## src/rtl/muldiv_pkg.sv

```systemverilog
// Shared encodings for the EX-stage multiply/divide unit.
package muldiv_pkg;
  localparam logic [1:0] MD_MULT  = 2'd0;
  localparam logic [1:0] MD_MULTU = 2'd1;
  localparam logic [1:0] MD_DIV   = 2'd2;
  localparam logic [1:0] MD_DIVU  = 2'd3;

  localparam int MD_ITERS = 32;

  typedef enum logic [1:0] {
    MD_IDLE,
    MD_CALC,
    MD_FIX
  } md_state_t;
endpackage

```

## src/rtl/ex_muldiv_core.sv

```systemverilog
// One iteration on the shared 64-bit accumulator: a radix-2 shift-add step for
// multiply, or a restoring-subtract step on {remainder, quotient} for divide.
module ex_muldiv_core (
  input  logic [63:0] acc,
  input  logic [31:0] opnd_b,
  input  logic        is_div,
  output logic [63:0] acc_nxt
);
  logic [32:0] sum;
  logic [32:0] rem_sh;
  logic [31:0] sub;
  logic        ge;

  always_comb begin
    // Multiply: high half accumulates, multiplier bits drain out of the low half.
    sum    = {1'b0, acc[63:32]} + (acc[0] ? {1'b0, opnd_b} : 33'd0);
    // Divide: the remainder is always below the divisor, so a 32-bit difference suffices.
    rem_sh = acc[63:31];
    ge     = (rem_sh >= {1'b0, opnd_b});
    sub    = rem_sh[31:0] - opnd_b;
    if (is_div)
      acc_nxt = ge ? {sub, acc[30:0], 1'b1} : {rem_sh[31:0], acc[30:0], 1'b0};
    else
      acc_nxt = {sum, acc[31:1]};
  end
endmodule

```

## src/rtl/ex_muldiv.sv

```systemverilog
// Multi-cycle MULT/MULTU/DIV/DIVU unit owning HI/LO; magnitudes are iterated
// for 32 cycles and the sign is restored in a final FIX cycle.
module ex_muldiv
  import muldiv_pkg::*;
(
  input  logic        clk,
  input  logic        rst,
  input  logic        start,
  input  logic [1:0]  op,
  input  logic [31:0] src_a,
  input  logic [31:0] src_b,
  input  logic        flush,
  input  logic        mthi,
  input  logic        mtlo,
  input  logic [31:0] wdata,
  output logic        busy,
  output logic        done,
  output logic [31:0] hi,
  output logic [31:0] lo
);
  md_state_t   state, state_nxt;
  logic [5:0]  cnt;
  logic [63:0] acc, acc_nxt;
  logic [31:0] mag_b, a_raw;
  logic [1:0]  op_q;
  logic        neg_q, rem_neg_q, div0_q;

  logic        is_signed, is_div_q;
  logic [31:0] mag_a_in, mag_b_in;
  logic [63:0] prod_fix;
  logic [31:0] quo_fix, rem_fix;

  assign is_signed = (op == MD_MULT) || (op == MD_DIV);
  assign mag_a_in  = (is_signed && src_a[31]) ? -src_a : src_a;
  assign mag_b_in  = (is_signed && src_b[31]) ? -src_b : src_b;
  assign is_div_q  = (op_q == MD_DIV) || (op_q == MD_DIVU);
  assign busy      = (state != MD_IDLE);

  ex_muldiv_core u_core (
    .acc    (acc),
    .opnd_b (mag_b),
    .is_div (is_div_q),
    .acc_nxt(acc_nxt)
  );

  // Divide by zero still runs the full iteration count; FIX substitutes the fixed result.
  always_comb begin
    prod_fix = neg_q ? -acc : acc;
    quo_fix  = div0_q ? 32'hFFFF_FFFF : (neg_q ? -acc[31:0] : acc[31:0]);
    rem_fix  = div0_q ? a_raw : (rem_neg_q ? -acc[63:32] : acc[63:32]);
  end

  always_comb begin
    state_nxt = state;
    case (state)
      MD_IDLE: if (start && !flush) state_nxt = MD_CALC;
      MD_CALC: begin
        if (flush)                            state_nxt = MD_IDLE;
        else if (cnt == 6'(MD_ITERS - 1))     state_nxt = MD_FIX;
      end
      MD_FIX:  state_nxt = MD_IDLE;
      default: state_nxt = MD_IDLE;
    endcase
  end

  always_ff @(posedge clk or posedge rst) begin
    if (rst) begin
      state     <= MD_IDLE;
      cnt       <= '0;
      acc       <= '0;
      mag_b     <= '0;
      a_raw     <= '0;
      op_q      <= MD_MULT;
      neg_q     <= 1'b0;
      rem_neg_q <= 1'b0;
      div0_q    <= 1'b0;
      done      <= 1'b0;
      hi        <= '0;
      lo        <= '0;
    end else begin
      state <= state_nxt;
      done  <= (state == MD_FIX);
      case (state)
        MD_IDLE: begin
          if (mthi) hi <= wdata;
          if (mtlo) lo <= wdata;
          if (start && !flush) begin
            op_q      <= op;
            neg_q     <= is_signed && (src_a[31] ^ src_b[31]);
            rem_neg_q <= is_signed && src_a[31];
            div0_q    <= (src_b == 32'd0);
            a_raw     <= src_a;
            mag_b     <= mag_b_in;
            acc       <= {32'd0, mag_a_in};
            cnt       <= '0;
          end
        end
        MD_CALC: begin
          acc <= acc_nxt;
          cnt <= cnt + 6'd1;
        end
        MD_FIX: begin
          if (is_div_q) begin
            hi <= rem_fix;
            lo <= quo_fix;
          end else begin
            {hi, lo} <= prod_fix;
          end
        end
        default: ;
      endcase
    end
  end
endmodule

```

## config.mk

```make
export PLATFORM = sky130hd
export DESIGN_NAME = ex_muldiv
export DESIGN_NICKNAME = d
export VERILOG_FILES = /design/src/rtl/muldiv_pkg.sv /design/src/rtl/ex_muldiv_core.sv /design/src/rtl/ex_muldiv.sv
export SDC_FILE = /design/constraint.sdc
export NUM_CORES = 1
export LEC_CHECK = 0
export CORE_UTILIZATION = 50
export CTS_CLUSTER_DIAMETER = 150
export CTS_CLUSTER_SIZE = 24
export DETAILED_ROUTE_END_ITERATION = 10
export PLACE_DENSITY_LB_ADDON = 0.05
export SYNTH_ARGS = -nofsm -noshare
export SYNTH_HDL_FRONTEND = slang
export SYNTH_HIERARCHICAL = 1
export SYNTH_SLANG_ARGS = --single-unit
```

## constraint.sdc

```tcl
create_clock -name clk -period 6.35 [get_ports clk]
set_input_delay 0.635 -clock clk [delete_from_list [all_inputs] [get_ports clk]]
set_output_delay 0.635 -clock clk [all_outputs]
set_load 0.05 [all_outputs]
```

==> flow_summary_export.csv <==
group,metric,value,unit
outcome,outcome,"complete, no violations",
synthesis,synth_edf_count,0,
power_and_ir_drop,powerDensity,419,nW/um2
grt,gr-total-overflow,0,
grt,grt_pass1_vias,16200,
timing,hold_viol,0,
routing,wire_per_inst,23.5,um
routing,via_count,17500,
hold_path,hold_start,"hi[15]",
timing,worst_hold_slack,0.483,ns
grt,grt_pass1_wl,96800,um
setup_path,cp_slowest_cell,"dfrtp_1",
synthesis,netlist_instances,2184,
power_and_ir_drop,total_leakage_power,8.08,nW
setup_path,cp.arrival,4.43,ns
setup_path,cp_max_fo,20,
routing,drc,0,
timing,rsz0062_at_grt,"no",
finish,nFillCells,3250,
cts,hold_buffers,0,
finish,syn2layout_area_growth,12.8,%
finish,drive_above_1_share,0.0491,
routing,dr.pass1.iters,6,
synthesis,synth_area_per_cell,7.83,um2
cts,cts_tree,"done",
cts,clkLatencyLatePin,0.51,ns
flow_run,maxCapViolCount,0,
setup_path,crit_type,"reg -> reg",
setup_path,regToRegStartpoint,"acc[36]",
timing,finalSetupViolCount,0,
routing,viasPerCell,6.50,
finish,final_area,19300,um2
synthesis,synth_ff_type,"dfrtp_1",
place,preCtsSetupSlack,2.41,ns
routing,dr.first_iter.drc_count,1988,
hold_path,holdPathStages,2,
floorplan,die_h,187,um
floorplan,rows,67,
timing,fin_crit_sh,0.643,
routing,final_antenna_net_count,0,
place,port_buffers,169,
setup_path,crit_chain,"ha_1, o21ai_0, a21oi_1, o31ai_1, o21a_1, o21ai_1, nand3_1, nand2_1, buf_4, mux2i_1, a21oi_1, nand2_1, o21ai_0",
timing,min_period,4.09,ns
cts,cts_buffers,12,
cts,cts_setup_buffers,0,
floorplan,die_w,187,um
place,gp_congestion,0.973,
cts,clockBufferDepth,3,
cts,clkSlewWorstSetupHoldPaths,0.11,ns
setup_path,max_stage_delay,0.55,ns
synthesis,synth_fp_nets,2359,
place,place_hpwl,46700,um
synthesis,yosysSeqAreaShare,0.300,
grt,antenna_found_initial,0,
timing,finalMaxSlewViolations,0,
hold_path,hp-class,"reg -> reg",
finish,nets,2413,
synthesis,async_flop_share,1.00,
timing,fin_ws,2.26,ns
timing,tns,0,ns
setup_path,end_kind,"flip-flop",
synthesis,ys_ff_latch,205,
floorplan,ios,170,
synthesis,synth.area.top_cells,"dfrtp_1 (30%), nand2_1 (6.8%), o21ai_0 (6.6%)",
routing,routed_wl,63300,um
setup_path,reg2reg_setup_slack,2.26,ns
setup_path,crit_path_end,"acc[53]",
setup_path,crit_path_start_kind,"flip-flop",
finish,antenna_cells,0,
place,placed_cell_area,18900,um2
cts,cts_resized,0,
synthesis,synthesis.area,17100,um2
setup_path,startpoint,"acc[36]",
cts,clock-root-buffer,"clkbuf_16",
cts,cts_htree_levels,1,
setup_path,required,6.70,ns
setup_path,reg2regPathDepth,13,
grt,grt_max_degree,115,
synthesis,yosysWarnings,6,
timing,skew,0.0331,ns
cts,cts_num_sinks,205,
grt,grt_usage,0.355,
timing,tightest_slew,1.24,ns
setup_path,r2r-end,"acc[53]",
floorplan,start_util,0.509,
synthesis,yosys.area.top_type,"dfrtp_1",
timing,slew_headroom,0.170,
power_and_ir_drop,vdd_drop_max,0.257,mV
synthesis,ys_types,85,
floorplan,core_area,33600,um2
synthesis,yosysTopAreaCellShare,0.300,
floorplan,die_area,34900,um2
timing,fmax,245,MHz
-- per-layer routing --
layer	GRT usage	part of all wire	wire [um]
met1	0.517	0.44	28100
met2	0.506	0.41	26000
met3	0.0972	0.11	7200
met4	0.109	0.032	2010
met5	0	0	0
-- critical path: cells and delay by family (launching register included) --
family | cells | cell delay (ns)
AOI/OAI and AO/OA | 7 | 1.29
buffers and inverters | 1 | 0.43
and+or+nand+nor | 3 | 0.78
DFF | 1 | 0.55
muxes | 1 | 0.38
adders and majority gates | 1 | 0.47
-- layout by cell type, fill, tap and decap left out, types with 28 or more instances in the layout --
cell type and n:
a21o_1 49, a21oi_1 132, and2_1 37, clkdlybuf4s50_1 169
dfrtp_1 203, ha_1 69, inv_1 73, mux2_2 32
mux2i_1 33, nand2_1 311, nand3_1 46, nor2_1 133
nor3_1 53, o21ai_0 224, o22ai_1 28, o31ai_1 40
or3_1 41, xnor2_1 86, xor2_1 67
-- worst min-delay path by stage --
stage                          end  slack [ns]
after detailed placement    hi[15]        0.47
after CTS                   hi[15]        0.49
after global routing        lo[28]        0.51
final                       hi[15]        0.48
after floorplan           a_raw[9]        0.44
after global placement    a_raw[9]        0.46
-- layout make-up --
| type | count | area, um2 | share of cell area |
|---|---|---|---|
| Multi-Input combinational cell | 1759 | 11100 | 0.578 |
| Sequential cell | 205 | 5130 | 0.266 |
| Timing Repair Buffer | 186 | 1820 | 0.0944 |
| Tap cell | 448 | 561 | 0.0291 |
| Clock buffer | 14 | 308 | 0.0160 |
| Inverter | 74 | 285 | 0.0148 |
| Clock inverter | 3 | 32.5 | 0.00169 |
-- report_power, final --
group	switching, mW	internal, mW	leakage (nW)
Sequential	0.774	1.63	2.55
Combinational	2.91	1.92	5.37
Clock	0.482	0.357	0.161
-- through the flow --
| step | utilization | cells | power (mW) |
|---|---|---|---|
| detailed placement | 0.563 | 2672 | 7.09 |
| CTS | 0.574 | 2689 | 7.94 |
| global route | 0.574 | 2689 | 8.57 |
| finish | 0.574 | 2689 | 8.07 |
| global placement | 0.563 | 2672 | 7.06 |
| floorplan | - | 2184 | 5.61 |
-- synthesized netlist by cell type, types with 13 or more instances --
| library cell | n |
|---|---|
| nand2_1 | 311 |
| o21ai_0 | 224 |
| dfrtp_1 | 205 |
| nor2_1 | 135 |
| a21oi_1 | 132 |
| clkbuf_1 | 121 |
| xnor2_1 | 86 |
| inv_1 | 74 |
| ha_1 | 69 |
| xor2_1 | 67 |
| nor3_1 | 53 |
| a21o_1 | 49 |
| nand3_1 | 46 |
| or3_1 | 41 |
| o31ai_1 | 40 |
| and2_1 | 37 |
| mux2i_1 | 33 |
| mux2_2 | 32 |
| o22ai_1 | 28 |
| a22oi_1 | 25 |
| a31oi_1 | 24 |
| nand4_1 | 21 |
| nand2b_1 | 20 |
| nor4_1 | 20 |
| a211oi_1 | 19 |
| o41ai_1 | 18 |
| nor2b_1 | 16 |
| o211ai_1 | 16 |
| or4_1 | 16 |
| a22o_1 | 13 |
| and3_1 | 13 |
| buf_1 | 13 |
| or2_2 | 13 |
-- state kept, by name (all words and copies together) (netlist names) --
signal and flops:
mag_b 32, div0_q 1, a_raw 32, op_q 1, neg_q 1, hi 32
lo 32, cnt 6, done 1, state 2, acc 64, rem_neg_q 1
-- cell families (layout without fill, tap and decap cells) --
group,count (synthesis),count (layout),share of synthesized area
and+or+nand+nor,769,769,0.215
buffers and inverters,220,277,0.0502
DFF,205,205,0.300
xor gates and xnor gates,153,153,0.0784
muxes,66,66,0.0413
AOI/OAI and AO/OA,700,700,0.262
adders and majority gates,71,71,0.0528
No activity file was read; power rests on OpenSTA's default activity.
